File: src/rtl/rename_reg_file_pkg.sv
// Shared defaults for the rename register file and its helpers.
package rename_reg_file_pkg;
    localparam int NUM_REGS_D = 32;
    localparam int REG_BIT_D  = $clog2(NUM_REGS_D);
    localparam int ROB_BIT_D  = 4;
    localparam int DAT_W      = 32;
    localparam int OP_W_D     = 6;

    // Tag value reported whenever a register is not waiting on the ROB
    localparam logic [ROB_BIT_D-1:0] ZERO_TAG = '0;
endpackage

File: src/rtl/rename_reg_file_if.sv
// Issue, commit and operand-packet signals of the rename register file.
interface rename_reg_file_if #(
    parameter int REG_BIT = rename_reg_file_pkg::REG_BIT_D,
    parameter int XLEN    = rename_reg_file_pkg::DAT_W,
    parameter int ROB_BIT = rename_reg_file_pkg::ROB_BIT_D,
    parameter int OP_W    = rename_reg_file_pkg::OP_W_D
) ();
    // issue side
    logic               is_en_i;
    logic               is_rdy_o;
    logic [REG_BIT-1:0] is_rd_i;
    logic [REG_BIT-1:0] is_rs1_i;
    logic [REG_BIT-1:0] is_rs2_i;
    logic [OP_W-1:0]    is_op_i;
    logic [XLEN-1:0]    is_imm_i;
    logic [ROB_BIT-1:0] is_rob_qd_i;
    // commit side
    logic               rob_en_i;
    logic [REG_BIT-1:0] rob_rd_i;
    logic [ROB_BIT-1:0] rob_q_i;
    logic [XLEN-1:0]    rob_v_i;
    // operand packet to the ROB
    logic               rob_en_o;
    logic               rob_rdy_i;
    logic [XLEN-1:0]    rob_vj_o;
    logic [XLEN-1:0]    rob_vk_o;
    logic               rob_bj_o;
    logic               rob_bk_o;
    logic [ROB_BIT-1:0] rob_qj_o;
    logic [ROB_BIT-1:0] rob_qk_o;
    logic [ROB_BIT-1:0] rob_qd_o;
    logic [OP_W-1:0]    rob_op_o;
    logic [XLEN-1:0]    rob_imm_o;

    modport slave (
        input  is_en_i, is_rd_i, is_rs1_i, is_rs2_i, is_op_i, is_imm_i, is_rob_qd_i,
        input  rob_en_i, rob_rd_i, rob_q_i, rob_v_i, rob_rdy_i,
        output is_rdy_o, rob_en_o, rob_vj_o, rob_vk_o, rob_bj_o, rob_bk_o,
        output rob_qj_o, rob_qk_o, rob_qd_o, rob_op_o, rob_imm_o
    );

    modport master (
        output is_en_i, is_rd_i, is_rs1_i, is_rs2_i, is_op_i, is_imm_i, is_rob_qd_i,
        output rob_en_i, rob_rd_i, rob_q_i, rob_v_i, rob_rdy_i,
        input  is_rdy_o, rob_en_o, rob_vj_o, rob_vk_o, rob_bj_o, rob_bk_o,
        input  rob_qj_o, rob_qk_o, rob_qd_o, rob_op_o, rob_imm_o
    );
endinterface

File: src/rtl/rename_reg_file_src_read.sv
// One source operand lookup: x0 check, commit forwarding, busy/tag select.
module rf_src_read
    import rename_reg_file_pkg::*;
#(
    parameter int REG_BIT = REG_BIT_D,
    parameter int XLEN    = DAT_W,
    parameter int ROB_BIT = ROB_BIT_D
) (
    input  logic [REG_BIT-1:0] rs,
    input  logic               cm_en,
    input  logic [REG_BIT-1:0] cm_rd,
    input  logic [ROB_BIT-1:0] cm_q,
    input  logic [XLEN-1:0]    cm_v,
    input  logic [XLEN-1:0]    st_val,
    input  logic               st_busy,
    input  logic [ROB_BIT-1:0] st_tag,
    output logic [XLEN-1:0]    val,
    output logic               busy,
    output logic [ROB_BIT-1:0] tag
);
    // Stored status unless x0 or a same-cycle commit to this register
    always_comb begin
        val  = st_val;
        busy = st_busy;
        tag  = st_tag;
        if (rs == '0) begin
            val  = '0;
            busy = 1'b0;
            tag  = ROB_BIT'(ZERO_TAG);
        end else if (cm_en && (cm_rd == rs)) begin
            val = cm_v;
            // only the youngest producer releases the rename
            if (st_busy && (st_tag == cm_q)) begin
                busy = 1'b0;
                tag  = ROB_BIT'(ZERO_TAG);
            end
        end
    end
endmodule

File: src/rtl/rename_reg_file.sv
// Architectural register file with rename status and a registered operand packet.
module rename_reg_file
    import rename_reg_file_pkg::*;
#(
    parameter int NUM_REGS = NUM_REGS_D,
    parameter int XLEN     = DAT_W,
    parameter int ROB_BIT  = ROB_BIT_D,
    parameter int OP_W     = OP_W_D
) (
    input  logic             clk,
    input  logic             rst,
    input  logic             en,
    input  logic             flush_i,
    rename_reg_file_if.slave rf
);
    localparam int REG_BIT = $clog2(NUM_REGS);
    localparam int NSRC    = 2;

    logic [NUM_REGS-1:0][XLEN-1:0]    regs;
    logic [NUM_REGS-1:0]              busy;
    logic [NUM_REGS-1:0][ROB_BIT-1:0] tag;

    logic commit, accept, rename, is_rdy;

    logic [NSRC-1:0][REG_BIT-1:0] src_rs;
    logic [NSRC-1:0][XLEN-1:0]    src_val;
    logic [NSRC-1:0]              src_busy;
    logic [NSRC-1:0][ROB_BIT-1:0] src_tag;

    assign is_rdy      = !rf.rob_en_o || rf.rob_rdy_i;
    assign rf.is_rdy_o = is_rdy;
    assign commit      = en && rf.rob_en_i && (rf.rob_rd_i != '0);
    assign accept      = en && rf.is_en_i && is_rdy && !flush_i;
    assign rename      = accept && (rf.is_rd_i != '0);
    assign src_rs[0]   = rf.is_rs1_i;
    assign src_rs[1]   = rf.is_rs2_i;

    for (genvar s = 0; s < NSRC; s++) begin : g_src
        rf_src_read #(
            .REG_BIT(REG_BIT),
            .XLEN   (XLEN),
            .ROB_BIT(ROB_BIT)
        ) u_src (
            .rs     (src_rs[s]),
            .cm_en  (commit),
            .cm_rd  (rf.rob_rd_i),
            .cm_q   (rf.rob_q_i),
            .cm_v   (rf.rob_v_i),
            .st_val (regs[src_rs[s]]),
            .st_busy(busy[src_rs[s]]),
            .st_tag (tag[src_rs[s]]),
            .val    (src_val[s]),
            .busy   (src_busy[s]),
            .tag    (src_tag[s])
        );
    end

    // Storage update: commit write/clear, then rename, then flush (later wins)
    always_ff @(posedge clk) begin
        if (rst) begin
            regs <= '0;
            busy <= '0;
            tag  <= '0;
        end else if (en) begin
            if (commit) begin
                regs[rf.rob_rd_i] <= rf.rob_v_i;
                if (busy[rf.rob_rd_i] && (tag[rf.rob_rd_i] == rf.rob_q_i)) begin
                    busy[rf.rob_rd_i] <= 1'b0;
                    tag[rf.rob_rd_i]  <= '0;
                end
            end
            if (rename) begin
                busy[rf.is_rd_i] <= 1'b1;
                tag[rf.is_rd_i]  <= rf.is_rob_qd_i;
            end
            if (flush_i) begin
                busy <= '0;
                tag  <= '0;
            end
        end
    end

    // Operand packet register: load on accept, drop valid once consumed or flushed
    always_ff @(posedge clk) begin
        if (rst) begin
            rf.rob_en_o  <= 1'b0;
            rf.rob_vj_o  <= '0;
            rf.rob_vk_o  <= '0;
            rf.rob_bj_o  <= 1'b0;
            rf.rob_bk_o  <= 1'b0;
            rf.rob_qj_o  <= '0;
            rf.rob_qk_o  <= '0;
            rf.rob_qd_o  <= '0;
            rf.rob_op_o  <= '0;
            rf.rob_imm_o <= '0;
        end else if (en) begin
            if (flush_i) begin
                rf.rob_en_o <= 1'b0;
            end else if (accept) begin
                rf.rob_en_o  <= 1'b1;
                rf.rob_vj_o  <= src_val[0];
                rf.rob_vk_o  <= src_val[1];
                rf.rob_bj_o  <= src_busy[0];
                rf.rob_bk_o  <= src_busy[1];
                rf.rob_qj_o  <= src_tag[0];
                rf.rob_qk_o  <= src_tag[1];
                rf.rob_qd_o  <= rf.is_rob_qd_i;
                rf.rob_op_o  <= rf.is_op_i;
                rf.rob_imm_o <= rf.is_imm_i;
            end else if (rf.rob_rdy_i) begin
                rf.rob_en_o <= 1'b0;
            end
        end
    end
endmodule

File: src/flat_wrapper.sv
// flat-port wrapper written by rule: the top's interface ports become plain ports
module rename_reg_file_flat import rename_reg_file_pkg::*;
#(
    parameter int NUM_REGS = NUM_REGS_D,
    parameter int XLEN     = DAT_W,
    parameter int ROB_BIT  = ROB_BIT_D,
    parameter int OP_W     = OP_W_D
)
  (clk, rst, en, flush_i, rf_is_en_i, rf_is_rd_i, rf_is_rs1_i, rf_is_rs2_i, rf_is_op_i, rf_is_imm_i, rf_is_rob_qd_i, rf_rob_en_i, rf_rob_rd_i, rf_rob_q_i, rf_rob_v_i, rf_rob_rdy_i, rf_is_rdy_o, rf_rob_en_o, rf_rob_vj_o, rf_rob_vk_o, rf_rob_bj_o, rf_rob_bk_o, rf_rob_qj_o, rf_rob_qk_o, rf_rob_qd_o, rf_rob_op_o, rf_rob_imm_o);
  rename_reg_file_if #(.XLEN(XLEN), .ROB_BIT(ROB_BIT), .OP_W(OP_W)) rf_i ();
  input  logic clk;
  input  logic rst;
  input  logic en;
  input  logic flush_i;
  input wire logic [$bits(rf_i.is_en_i)-1:0] rf_is_en_i;
  input wire logic [$bits(rf_i.is_rd_i)-1:0] rf_is_rd_i;
  input wire logic [$bits(rf_i.is_rs1_i)-1:0] rf_is_rs1_i;
  input wire logic [$bits(rf_i.is_rs2_i)-1:0] rf_is_rs2_i;
  input wire logic [$bits(rf_i.is_op_i)-1:0] rf_is_op_i;
  input wire logic [$bits(rf_i.is_imm_i)-1:0] rf_is_imm_i;
  input wire logic [$bits(rf_i.is_rob_qd_i)-1:0] rf_is_rob_qd_i;
  input wire logic [$bits(rf_i.rob_en_i)-1:0] rf_rob_en_i;
  input wire logic [$bits(rf_i.rob_rd_i)-1:0] rf_rob_rd_i;
  input wire logic [$bits(rf_i.rob_q_i)-1:0] rf_rob_q_i;
  input wire logic [$bits(rf_i.rob_v_i)-1:0] rf_rob_v_i;
  input wire logic [$bits(rf_i.rob_rdy_i)-1:0] rf_rob_rdy_i;
  output wire logic [$bits(rf_i.is_rdy_o)-1:0] rf_is_rdy_o;
  output wire logic [$bits(rf_i.rob_en_o)-1:0] rf_rob_en_o;
  output wire logic [$bits(rf_i.rob_vj_o)-1:0] rf_rob_vj_o;
  output wire logic [$bits(rf_i.rob_vk_o)-1:0] rf_rob_vk_o;
  output wire logic [$bits(rf_i.rob_bj_o)-1:0] rf_rob_bj_o;
  output wire logic [$bits(rf_i.rob_bk_o)-1:0] rf_rob_bk_o;
  output wire logic [$bits(rf_i.rob_qj_o)-1:0] rf_rob_qj_o;
  output wire logic [$bits(rf_i.rob_qk_o)-1:0] rf_rob_qk_o;
  output wire logic [$bits(rf_i.rob_qd_o)-1:0] rf_rob_qd_o;
  output wire logic [$bits(rf_i.rob_op_o)-1:0] rf_rob_op_o;
  output wire logic [$bits(rf_i.rob_imm_o)-1:0] rf_rob_imm_o;
  assign rf_i.is_en_i = rf_is_en_i;
  assign rf_i.is_rd_i = rf_is_rd_i;
  assign rf_i.is_rs1_i = rf_is_rs1_i;
  assign rf_i.is_rs2_i = rf_is_rs2_i;
  assign rf_i.is_op_i = rf_is_op_i;
  assign rf_i.is_imm_i = rf_is_imm_i;
  assign rf_i.is_rob_qd_i = rf_is_rob_qd_i;
  assign rf_i.rob_en_i = rf_rob_en_i;
  assign rf_i.rob_rd_i = rf_rob_rd_i;
  assign rf_i.rob_q_i = rf_rob_q_i;
  assign rf_i.rob_v_i = rf_rob_v_i;
  assign rf_i.rob_rdy_i = rf_rob_rdy_i;
  assign rf_is_rdy_o = rf_i.is_rdy_o;
  assign rf_rob_en_o = rf_i.rob_en_o;
  assign rf_rob_vj_o = rf_i.rob_vj_o;
  assign rf_rob_vk_o = rf_i.rob_vk_o;
  assign rf_rob_bj_o = rf_i.rob_bj_o;
  assign rf_rob_bk_o = rf_i.rob_bk_o;
  assign rf_rob_qj_o = rf_i.rob_qj_o;
  assign rf_rob_qk_o = rf_i.rob_qk_o;
  assign rf_rob_qd_o = rf_i.rob_qd_o;
  assign rf_rob_op_o = rf_i.rob_op_o;
  assign rf_rob_imm_o = rf_i.rob_imm_o;
  rename_reg_file #(.NUM_REGS(NUM_REGS), .XLEN(XLEN), .ROB_BIT(ROB_BIT), .OP_W(OP_W)) u_core (.clk(clk), .rst(rst), .en(en), .flush_i(flush_i), .rf(rf_i));
endmodule
File: config.mk
export PLATFORM = sky130hd
export DESIGN_NAME = rename_reg_file_flat
export DESIGN_NICKNAME = d
export VERILOG_FILES = /design/src/rtl/rename_reg_file_pkg.sv /design/src/rtl/rename_reg_file_if.sv /design/src/rtl/rename_reg_file_src_read.sv /design/src/rtl/rename_reg_file.sv /design/src/flat_wrapper.sv
export SDC_FILE = /design/constraint.sdc
export NUM_CORES = 2
export LEC_CHECK = 0
export ABC_AREA = 1
export CAP_MARGIN = 20
export CORE_MARGIN = 2
export CORE_UTILIZATION = 50
export DETAILED_ROUTE_END_ITERATION = 6
export GPL_TIMING_DRIVEN = 1
export PLACE_DENSITY_LB_ADDON = 0.08
export SYNTH_ARGS = -nofsm -noshare
export SYNTH_HDL_FRONTEND = slang
export SYNTH_SLANG_ARGS = --single-unit
File: constraint.sdc
create_clock -name clk -period 5.7 [get_ports clk]
set_clock_uncertainty 0.05 [all_clocks]
set_input_delay 1.425 -clock clk [delete_from_list [all_inputs] [get_ports clk]]
set_output_delay 1.425 -clock clk [all_outputs]
set_load 0.02 [all_outputs]
==> results.json <==
{
  "critPathRequiredTime_ns": 6.28,
  "setup_ws_ns": 1.34,
  "tightest_slew_ns": 1.20,
  "post-cts-setup-buffers": 0,
  "end_kind": "register",
  "dieWidth_um": 379,
  "fin_nets": 10600,
  "holdPathEnd": "u_core.regs[8]",
  "grt_max_degree": 192,
  "ant_nets": 0,
  "synth.net_count": 11100,
  "die_y_um": 379,
  "setup_viol": 0,
  "cts-root-buf": "clkbuf_16",
  "row_count": 137,
  "drc": 9,
  "grt_pass1_wl_um": 464000,
  "postSynthAreaPerCell_um2": 6.40,
  "min_period_ns": 4.36,
  "synth.distinct_cells": 36,
  "dieArea_um2": 144000,
  "grt_pass1_vias": 71000,
  "hold_buffers": 0,
  "syn_inst": 11000,
  "leakage_nw": 29.3,
  "max_freq_mhz": 229,
  "place.detailed.instances": 12200,
  "area_growth_syn_to_layout_pct": 10.8,
  "r2r_end": "u_core.rf.rob_vk_o[20]",
  "ir_worst_vdd_v": 0.000221,
  "maxCapViolations": 0,
  "worstRegToRegCells": 11,
  "core_area_um2": 140000,
  "clk_pin_slew_ns": 0.06,
  "p_int_w": 0.0154,
  "first_iter_violations": 12000,
  "cts_resized": 0,
  "period_share_pct": 76.6,
  "drive_gt1_share_pct": 4.96,
  "antenna_found_initial": 17,
  "syn-cell-area_um2": 70300,
  "avgViaCountPerCell": 6.35,
  "hold_start": "u_core.regs[8]",
  "hold_path.class": "reg -> reg",
  "wl_um": 318000,
  "violations": "DRC",
  "p_clk_share_pct": 44.8,
  "arrival_ns": 4.94,
  "io_pins": 223,
  "p_total_w": 0.0215,
  "status": "finished, violations left",
  "slew_violations": 0,
  "seq_area_frac_synth_pct": 37.1,
  "r2r-start": "u_core.rf.rob_en_o",
  "report.final.hold_viol_count": 0,
  "ys_ff_latch": 1301,
  "pwr-share-seq_pct": 42.9,
  "path_class": "in -> reg",
  "vias": 79200,
  "cts.sinks": 1301,
  "overflow": 0,
  "cts_inserted_buffers": 146,
  "rsz0062_at_grt": "false",
  "cts_tree": "built",
  "tns_ns": 0,
  "htree_levels": 4,
  "fillers": 13800,
  "firstDrtPassIters": 7,
  "gp_congestion": 0.940,
  "port_buffers": 222,
  "synth_edf_count": 0,
  "grt_usage_pct": 42.6,
  "worstPathMaxFanout": 13,
  "synth-main-ff-cell": "dfxtp_1",
  "power_density_nw_per_um2": 276,
  "cts_buffer_depth": 3,
  "wl_per_cell_um": 25.5,
  "start_util_pct": 50.4,
  "swShare_pct": 28.4,
  "clkLatencyLatePin_ns": 0.80,
  "crit_path_start_kind": "input port",
  "place_ws_ns": 0.627,
  "dp_hpwl_um": 182000,
  "switching_power_w": 0.00610,
  "power_frac_comb_pct": 12.2,
  "holdPathStages": 2,
  "maxSlewHeadroom_pct": 20.2,
  "yosys_warnings": 0,
  "r2r_setup_slack_ns": 2.66,
  "async_flop_share_pct": 0,
  "fin_cells": 12500
}
==> worst max-delay path, stage by stage <==
cell and delay, ns:
clkdlybuf4s50_1 0.64, nand2_1 0.54, clkinv_1 0.45, nand2_1 0.15, nand3_1 0.09, nand2_1 0.08, nand2_1 0.05, nor2_1 0.11
nand2_1 0.07, nand2_1 0.06, nand2_1 0.09, nor2_4 0.12, buf_4 0.39, nand4_1 0.35, nand2_1 0.14, nand2_1 0.06
nand2_1 0.06, a21oi_1 0.07
==> metal layers <==
metal,global-route usage [%],wire [um],vias to the layer above
met5,0,104,-
li1,-,-,36100
met1,55.1,123000,36500
met3,11.0,40800,1154
met2,62.5,131000,5432
met4,27.8,23100,16
==> cells in the final DEF, fill, tap and decap left out, types with 4 or more instances in the layout <==
cell type and count:
o32ai_1 20, nand2_1 1867, dfxtp_1 1301, clkinv_2 28, diode_2 9, buf_8 5
nand3_1 282, o211ai_1 80, xor2_1 5, nor3_2 4, buf_12 56, inv_1 634
o22ai_1 221, inv_8 5, clkbuf_16 148, or2_2 9, o21ai_1 8, clkinv_8 4
clkdlybuf4s50_1 210, o21ai_0 2511, clkbuf_8 38, nor2_1 994, nand4_1 4, nor2_4 10
a21oi_1 1764, nor3_1 23, nand4_4 30, inv_2 19, nand2_4 5, a211oi_1 97
buf_4 131, clkbuf_1 31, bufinv_16 6, nand2_2 5, inv_6 4
==> cells in the mapped netlist (all sizes together) (19+ instances only) <==
cell type / number / area, um^2
nor2: 1006 / 3800
o21ai: 2519 / 12600
a211oi: 97 / 728
clkbuf: 873 / 3280
o22ai: 221 / 1380
a21oi: 1764 / 8830
nand2: 1877 / 7050
nor3: 27 / 155
o32ai: 20 / 175
nand3: 283 / 1420
inv: 654 / 2450
clkinv: 19 / 71.3
buf: 175 / 845
nand4: 34 / 663
dfxtp: 1301 / 26000
o211ai: 80 / 601
==> power by group through the flow <==
stage               combinational (W)  clock, W  sequential [W]
floorplan                     0.00152         0         0.00945
global placement              0.00250         0         0.00943
detailed placement            0.00251         0         0.00943
CTS                           0.00251   0.00968         0.00923
global route                  0.00277    0.0100         0.00924
finish                        0.00263   0.00964         0.00923
==> sequential cells by signal (all words and copies together), names as in the netlist <==
register,count
u_core.regs,1024
u_core.tag,128
u_core.busy,32
u_core.rf.rob_imm_o,32
u_core.rf.rob_vj_o,32
u_core.rf.rob_vk_o,32
u_core.rf.rob_op_o,6
u_core.rf.rob_qd_o,4
u_core.rf.rob_qj_o,4
u_core.rf.rob_qk_o,4
u_core.rf.rob_bj_o,1
u_core.rf.rob_bk_o,1
u_core.rf.rob_en_o,1
==> worst max-delay path by stage <==
| stage | from | end | cells after the start | slack (ns) |
|---|---|---|---|---|
| final | rf_rob_rd_i[1] | u_core.tag[6] | 18 | 1.34 |
| after global routing | rf_rob_rd_i[1] | u_core.tag[6] | 18 | 1.06 |
| after CTS | rf_rob_rd_i[1] | u_core.tag[6] | 18 | 1.43 |
| after detailed placement | rf_rob_rd_i[1] | u_core.tag[4] | 18 | 0.63 |
| after global placement | rf_rob_rd_i[1] | u_core.tag[6] | 18 | 0.73 |
| after floorplan | rf_rob_rd_i[3] | u_core.rf.rob_vj_o[9] | 16 | 2.36 |
==> layout make-up <==
cell class                      instances  area, um^2  share of cell area [%]
Antenna cell                            9        22.5                  0.0289
Clock buffer                          217        4340                    5.58
Clock inverter                         39         457                   0.587
Inverter                              673        2580                    3.32
Multi-Input combinational cell       7954       37700                    48.4
Sequential cell                      1301       26000                    33.5
Tap cell                             1876        2350                    3.01
Timing Repair Buffer                  408        4350                    5.58
==> kinds of logic (layout without fill, tap and decap cells) <==
| family | count (synthesis) | count (layout) | synth area share (%) |
|---|---|---|---|
| other | 0 | 9 | 0 |
| xor gates and xnor gates | 7 | 7 | 0.0872 |
| AOI/OAI and AO/OA | 4707 | 4707 | 34.7 |
| buffers and inverters | 1721 | 1337 | 9.46 |
| muxes | 1 | 1 | 0.0142 |
| DFF | 1301 | 1301 | 37.1 |
| and+or+nand+nor | 3239 | 3239 | 18.7 |
==> metrics by stage <==
stage                     hold WS, ns  instance area (um^2)  util, %
after global placement          0.379                 73000     52.3
final                           0.391                 77900     55.8
after detailed placement        0.379                 73000     52.3
after global routing            0.411                 77800     55.8
after CTS                       0.390                 77800     55.8
after floorplan                 0.367                 70300        -
Note: power is estimated with default switching activity, not from simulation.
